File: src/rtl/tb_check_pkg.sv
// rtl/tb_check_pkg.sv - shared state encoding and default widths for the mismatch scoreboard
package tb_check_pkg;

    typedef enum logic [1:0] {
        SB_IDLE = 2'd0,
        SB_RUN  = 2'd1,
        SB_DONE = 2'd2
    } sb_state_e;

    localparam int DEF_DATA_W         = 1;
    localparam int DEF_CNT_W          = 32;
    localparam int DEF_TIMEOUT_CYCLES = 100000;

endpackage

File: src/rtl/sat_counter.sv
// rtl/sat_counter.sv - clearable up-counter that sticks at all-ones instead of wrapping
module sat_counter #(
    parameter int WIDTH = 32
) (
    input  logic             clk,
    input  logic             reset,
    input  logic             clr,
    input  logic             inc,
    output logic [WIDTH-1:0] cnt
);

    logic [WIDTH-1:0] cnt_q;
    logic [WIDTH-1:0] cnt_d;

    // clr has priority so a run restart never keeps a stale increment
    always_comb begin
        cnt_d = cnt_q;
        if (clr) begin
            cnt_d = '0;
        end else if (inc && (cnt_q != '1)) begin
            cnt_d = cnt_q + WIDTH'(1);
        end
    end

    always_ff @(posedge clk or posedge reset) begin
        if (reset) begin
            cnt_q <= '0;
        end else begin
            cnt_q <= cnt_d;
        end
    end

    assign cnt = cnt_q;

endmodule

File: src/rtl/mismatch_scoreboard.sv
// rtl/mismatch_scoreboard.sv - ref/dut compare scoreboard with counters and first-mismatch capture
// Optional RUN cycle limit: MISMATCH_SCOREBOARD_TIMEOUT_EN
module mismatch_scoreboard
    import tb_check_pkg::*;
#(
    parameter int DATA_W         = DEF_DATA_W,
    parameter int CNT_W          = DEF_CNT_W,
    parameter int TIMEOUT_CYCLES = DEF_TIMEOUT_CYCLES
) (
    input  logic              clk,
    input  logic              reset,
    input  logic              start,
    input  logic              stop,
    input  logic              sample_valid,
    input  logic [DATA_W-1:0] ref_out,
    input  logic [DATA_W-1:0] dut_out,
    output logic              busy,
    output logic              done,
    output logic              pass,
    output logic              timeout,
    output logic [CNT_W-1:0]  sample_count,
    output logic [CNT_W-1:0]  error_count,
    output logic              first_err_valid,
    output logic [CNT_W-1:0]  first_err_cycle,
    output logic [DATA_W-1:0] first_err_bits
);

    sb_state_e         state_q, state_d;
    logic              first_err_valid_q, first_err_valid_d;
    logic [CNT_W-1:0]  first_err_cycle_q, first_err_cycle_d;
    logic [DATA_W-1:0] first_err_bits_q, first_err_bits_d;
    logic              timeout_q, timeout_d;

    logic              run;
    logic              start_ok;
    logic              sample_hit;
    logic              err_hit;
    logic              limit_hit;
    logic [DATA_W-1:0] diff;
    logic [CNT_W-1:0]  cycle_idx;

    assign run        = (state_q == SB_RUN);
    assign start_ok   = start && !run;
    assign diff       = ref_out ^ dut_out;
    assign sample_hit = run && sample_valid;
    assign err_hit    = sample_hit && (|diff);

`ifdef MISMATCH_SCOREBOARD_TIMEOUT_EN
    assign limit_hit = run && !stop && (cycle_idx == CNT_W'(TIMEOUT_CYCLES - 1));
`else
    logic unused_timeout_cfg;
    assign unused_timeout_cfg = ^TIMEOUT_CYCLES;
    assign limit_hit          = 1'b0;
`endif

    sat_counter #(.WIDTH(CNT_W)) u_cycle_cnt (
        .clk(clk), .reset(reset), .clr(start_ok), .inc(run), .cnt(cycle_idx)
    );
    sat_counter #(.WIDTH(CNT_W)) u_sample_cnt (
        .clk(clk), .reset(reset), .clr(start_ok), .inc(sample_hit), .cnt(sample_count)
    );
    sat_counter #(.WIDTH(CNT_W)) u_error_cnt (
        .clk(clk), .reset(reset), .clr(start_ok), .inc(err_hit), .cnt(error_count)
    );

    always_comb begin
        state_d           = state_q;
        first_err_valid_d = first_err_valid_q;
        first_err_cycle_d = first_err_cycle_q;
        first_err_bits_d  = first_err_bits_q;
        timeout_d         = timeout_q;
        case (state_q)
            SB_RUN: begin
                if (err_hit && !first_err_valid_q) begin
                    first_err_valid_d = 1'b1;
                    first_err_cycle_d = cycle_idx;
                    first_err_bits_d  = diff;
                end
                // an explicit stop on the limit cycle is a normal end, not a timeout
                if (stop) begin
                    state_d = SB_DONE;
                end else if (limit_hit) begin
                    state_d   = SB_DONE;
                    timeout_d = 1'b1;
                end
            end
            default: begin
                if (start_ok) begin
                    state_d           = SB_RUN;
                    first_err_valid_d = 1'b0;
                    first_err_cycle_d = '0;
                    first_err_bits_d  = '0;
                    timeout_d         = 1'b0;
                end
            end
        endcase
    end

    always_ff @(posedge clk or posedge reset) begin
        if (reset) begin
            state_q           <= SB_IDLE;
            first_err_valid_q <= 1'b0;
            first_err_cycle_q <= '0;
            first_err_bits_q  <= '0;
            timeout_q         <= 1'b0;
        end else begin
            state_q           <= state_d;
            first_err_valid_q <= first_err_valid_d;
            first_err_cycle_q <= first_err_cycle_d;
            first_err_bits_q  <= first_err_bits_d;
            timeout_q         <= timeout_d;
        end
    end

    assign busy            = run;
    assign done            = (state_q == SB_DONE);
    assign timeout         = timeout_q;
    assign pass            = done && (error_count == '0) && (sample_count != '0) && !timeout_q;
    assign first_err_valid = first_err_valid_q;
    assign first_err_cycle = first_err_cycle_q;
    assign first_err_bits  = first_err_bits_q;

endmodule

File: config.mk
export PLATFORM = sky130hd
export DESIGN_NAME = mismatch_scoreboard
export DESIGN_NICKNAME = d
export VERILOG_FILES = /design/src/rtl/tb_check_pkg.sv /design/src/rtl/sat_counter.sv /design/src/rtl/mismatch_scoreboard.sv
export SDC_FILE = /design/constraint.sdc
export NUM_CORES = 1
export LEC_CHECK = 0
export CORE_UTILIZATION = 55
export DETAILED_ROUTE_END_ITERATION = 7
export PLACE_DENSITY = 0.81
export SKIP_CTS_REPAIR_TIMING = 1
export SYNTH_ARGS = -nofsm -noshare
export SYNTH_HDL_FRONTEND = slang
export SYNTH_SLANG_ARGS = --single-unit
File: constraint.sdc
create_clock -name clk -period 6.6 [get_ports clk]
set_input_delay 1.65 -clock clk [delete_from_list [all_inputs] [get_ports clk]]
set_output_delay 1.65 -clock clk [all_outputs]
set_load 0.005 [all_outputs]
==> results of run 1 <==
flip-flops by register name, summed over array words and instances, names as in the netlist:
signal and count:
first_err_bits 1, first_err_cycle 32, first_err_valid 1, state_q 2, u_cycle_cnt.cnt 32, u_error_cnt.cnt 32, u_sample_cnt.cnt 32
through the flow:
step                      hold slack [ns]  instances  instance area (sq um)  worst slack, ns  util, %
final                              0.4874       1086                   9102            2.302    70.98
after global routing               0.5252       1086                   9102            2.108    70.98
after CTS                          0.4966       1086                   9102            2.360    70.98
after detailed placement           0.4717       1055                   8462            1.907    65.98
after global placement             0.4677       1055                   8462            2.072    65.98
after floorplan                    0.4708        822                   7330            1.424        -
power by group:
part           switching, mW  leakage [nW]  total [mW]  internal, mW
clock network          0.350         0.310        1.04         0.687
logic                  0.343          1.46       0.509         0.165
registers             0.0537          1.83       0.908         0.854
total                  0.747          3.60        2.45          1.71
synthesized netlist by cell type, drive strengths merged (10+ instances only):
cell    count  area share (%)
a21o       10             1.0
a21oi      25             1.9
a31oi      27             2.3
and3       15             1.3
and4       15             1.8
buf        11             1.0
clkbuf     44             2.3
dfrtp     132              45
inv        22             1.1
mux2i      16             2.2
nand2     134             6.9
nand3      48             3.3
nand4      33             3.0
nor2       27             1.4
nor3       18             1.4
nor4       30             2.7
o211ai     10             1.0
o21ai      54             3.7
o311ai     14             1.8
o31ai      21             2.3
or3        11            0.94
or4        25             2.6
kinds of logic after synthesis:
kind of cell    Yosys count
mux                      18
flops                   132
simple gates            386
other cells               1
compound gates          198
xor+xnor                  5
buf+inv                  77
fa+ha+maj                 5
how the worst max path moves through the flow:
stage	from	endpoint	slack [ns]
3_5_place_dp	sample_valid	first_err_cycle[30]	1.91
4_1_cts	sample_valid	first_err_cycle[15]	2.36
2_1_floorplan	reset	first_err_bits	1.42
3_3_place_gp	sample_valid	first_err_cycle[19]	2.07
6_report	sample_valid	first_err_cycle[3]	2.30
5_1_grt	sample_valid	first_err_cycle[30]	2.11
metal layers:
metal / GRT usage [%] / vias up
met4: 12.50 / 0
met2: 44.23 / 419
met1: 43.63 / 3547
met3: 5.788 / 51
met5: 0 / -
li1: - / 3281
layout make-up:
class	count	area [sq um]
fill	983	3722
multi-input combinational	613	3720
sequential	132	3303
timing repair buffer	116	1139
clock buffer	22	464.2
tap	172	215.2
clock inverter	9	176.4
inverter	22	85.08
critical path: cells and delay by family:
kind | cells | cell delay (ns)
compound gates | 1 | 0.27
simple gates | 3 | 2.07
buf+inv | 1 | 0.52
==> impl_metrics.toml, run 1 <==
[placed_design]
gp_congestion = 0.9128
dp_hpwl_um = 13260
io_buffers = 107

[die]
die_area_sq_mm = 0.01379
start_util_pct = 57.15
die_h_um = 117.4
num_rows = 41
dieWidth_um = 117.4
ios = 109
coreArea_sq_mm = 0.01282

[pwr]
power_mw = 2.454
vdd_drop_max_mv = 0.1480
power_density_mw_per_mm2 = 269.6
leakage_nw = 3.600

[global_route]
antenna_found_initial = 0
grt_pass1_wl_um = 33940
grt_use_total_pct = 30.15
grt_pass1_vias = 6832
overflow = 0
grt_max_degree = 66

[timing]
tightest_slew_ns = 1.118
finClkSkew_ns = 0.005796
tns_ns = 0
fin_crit_sh_pct = 65.13
max_freq_mhz = 232.6
setup_viol = 0
final_max_slew_viol_count = 0
rsz0062_at_grt = "no"
relSlewSlack_pct = 25.32
hold_viol_final = 0
period_minus_slack_ns = 4.298

[synthesis]
yosysWarnings = 0
yosys.area_share.adder_pct = 0.8535
synth-edff-count = 0
synth_cell_types = 57
synth-main-ff-cell = "dfrtp_1"
synth_top_family_by_area = "simple AND/OR/NAND/NOR gates"
async_reset_ff_share_pct = 100.0
syn-num-nets = 834
syn_area_per_cell_sq_um = 8.917
synth_cells = 822
synth.area.mux_share_pct = 2.492
synth_xor_area_share_pct = 0.5975
yosys.area_share.simple_pct = 28.12
ys_ff_latch = 132
netlist_area_sq_mm = 0.007330
yosysSeqAreaShare_pct = 45.07
synth_compound_area_share_pct = 18.42

[critical_path]
r2r-start = "state_q[1]"
required_ns = 6.84
cp_cell_sequence = "clkdlybuf4s50_1, and3b_1, nand2_1, nor2_4, o21ai_0"
cp-end-kind = "register"
cp-start-kind = "input pin"
path_max_fanout = 65
reg2reg_to = "u_sample_cnt.cnt[31]"
crit_slowest_cell = "nor2_4"
crit_type = "in -> reg"
arrival_ns = 4.54
critical-path-max-stage-delay_ns = 1.08
reg2reg_slack_ns = 3.37
r2r_cells = 8

[hold_path]
hold_depth = 1
hp-start = "first_err_bits"
whs_endpoint = "first_err_bits"
hold_class = "reg -> reg"

[clock_network]
cts.sinks = 132
htreeDepth = 4
clk_pin_slew_ns = 0.06
clock_latency_ns = 0.42
max-clock-path-buffers = 2
cts-root-buf = "clkbuf_16"
cts_buffers = 17
tritoncts = "yes"

[route]
drc = 0
antenna_left = 0
drt_iter0_drc = 1042
wire_per_inst_um = 18.78
routed.top_layer = "met4"
drt-met1-wl_um = 8931
totalWireLength_um = 20390
vias = 7298
viasPerCell = 6.720
met2_length_um = 9247
wl_met3_um = 1785
dr.pass1.iters = 6

[run]
drv_cap = 0

[run_status]
status = "finished, final reports clean"

[finish]
drive_above_1_share_pct = 6.127
area_growth_pct = 24.19
final_common_cell = "nand2_1"
antennaDiodeCount = 0
layout.nets = 914
final_cell_mix = "133 x nand2_1, 132 x dfrtp_1, 107 x clkdlybuf4s50_1"
No activity file was read; power rests on OpenSTA's default activity.
==> run 2, diff against run 1 <==
==> constraint.sdc (replaced) <==
create_clock -name clk -period 4.25 [get_ports clk]
set_input_delay 1.0625 -clock clk [delete_from_list [all_inputs] [get_ports clk]]
set_output_delay 1.0625 -clock clk [all_outputs]
set_load 0.005 [all_outputs]
==> impl_metrics.toml, run 2 (synthesized netlist as in run 1, its figures left out) <==
[run_status]
status = "finished, final reports clean"

[placed_design]
dp_hpwl_um = 13810
gp_congestion = 0.9069
io_buffers = 107
dp_cells = 1065

[finish]
antennaDiodeCount = 0
layout.nets = 924
final-seq-area_sq_mm = 0.003303
fin_cells = 1097
fill_cells = 1002
multi_input_area_sq_mm = 0.003720
area_growth_pct = 24.41
drive_above_1_share_pct = 7.243
final_cell_mix = "133 x nand2_1, 132 x dfrtp_1, 107 x clkdlybuf4s50_1"
final_common_cell = "nand2_1"

[clock_network]
htreeDepth = 4
clock_latency_ns = 0.42
cts_buffers = 17
tritoncts = "yes"
cts-root-buf = "clkbuf_16"
max-clock-path-buffers = 2
cts.sinks = 132
clk_pin_slew_ns = 0.05

[timing]
setup_viol = 0
hold_viol_final = 0
relSlewSlack_pct = 32.19
tightest_slew_ns = 1.015
max_freq_mhz = 285.0
period_minus_slack_ns = 3.509
final_max_slew_viol_count = 0
rsz0062_at_grt = "no"
finClkSkew_ns = 0.008564
tns_ns = 0
fin_crit_sh_pct = 82.56

[pwr]
p_int_mw = 2.507
vdd_drop_max_mv = 0.3489
pwr-share-comb_pct = 22.3
leakage_nw = 3.613
switching_share_pct = 31.48
seq_power_share_pct = 38.7
power_density_mw_per_mm2 = 401.3
clock_power_share_pct = 39.1
p_sw_mw = 1.152

[die]
die_area_sq_mm = 0.01379
ios = 109
num_rows = 41
start_util_pct = 57.15
coreArea_sq_mm = 0.01282
dieWidth_um = 117.4
die_h_um = 117.4

[route]
routed.top_layer = "met4"
totalWireLength_um = 20670
drt-met1-wl_um = 8897
drc = 0
drt_iter0_drc = 960
viasPerCell = 6.608
dr.pass1.iters = 6
wl_met3_um = 1689
vias = 7249
antenna_left = 0
wire_per_inst_um = 18.84
met2_length_um = 9651

[global_route]
antenna_found_initial = 0
grt_pass1_wl_um = 33640
grt_max_degree = 66
overflow = 0
grt_pass1_vias = 6785
grt_use_total_pct = 30.33

[critical_path]
cp-end-kind = "output pin"
path_max_fanout = 6
arrival_ns = 2.45
crit_type = "reg -> out"
required_ns = 3.19
cp-start-kind = "register"

[run]
drv_cap = 0

[hold_path]
hold_class = "reg -> reg"
## run 2: worst max-delay path: stages (launching register included)
cell and delay [ns]:
dfrtp_1 0.45, nor4_1 0.48, nand4_1 0.14, nor4_1 0.38, clkdlybuf4s50_1 0.57
## run 2: layout make-up
class,count,share of cell area (%)
timing repair buffer,126,13.31
tap,172,2.360
multi-input combinational,613,40.79
sequential,132,36.22
inverter,22,0.9468
clock buffer,23,5.241
clock inverter,9,1.125
## run 2: final timing paths
kind	slack (ns)	cells past startpoint	startpoint	to
min in group asynchronous	1.23	2	reset	first_err_cycle[16]
max in group asynchronous	2.20	3	reset	u_sample_cnt.cnt[24]
hold / removal	0.49	1	first_err_bits	first_err_bits
setup / recovery	0.74	4	u_error_cnt.cnt[12]	pass
hold reg to reg	0.49	1	first_err_bits	first_err_bits
setup reg to reg	1.13	5	u_sample_cnt.cnt[2]	u_sample_cnt.cnt[23]
## run 2: power by group through the flow
stage / Combinational (mW) / Sequential [mW] / Clock [mW]
after floorplan: 0.491 / 1.41 / 0
after global placement: 0.772 / 1.43 / 0
after detailed placement: 0.798 / 1.43 / 0
after CTS: 0.805 / 1.41 / 1.45
after global routing: 0.878 / 1.43 / 1.50
final: 0.814 / 1.42 / 1.43
## run 2: routing by layer
layer	track usage (%)	vias up
met4	11.61	0
met3	7.198	48
met5	0	-
met1	41.23	3482
li1	-	3315
met2	46.97	404
## run 2: through the flow
step	power, mW	util [%]	worst slack [ns]	cell area [sq um]	hold slack, ns
after floorplan	1.903	-	1.550	7333	0.4708
after global placement	2.202	66.58	0.9925	8538	0.4617
after detailed placement	2.233	66.58	0.9382	8538	0.4824
after CTS	3.663	71.10	0.7617	9119	0.4999
after global routing	3.809	71.10	0.6533	9119	0.5148
final	3.659	71.10	0.7414	9119	0.4945
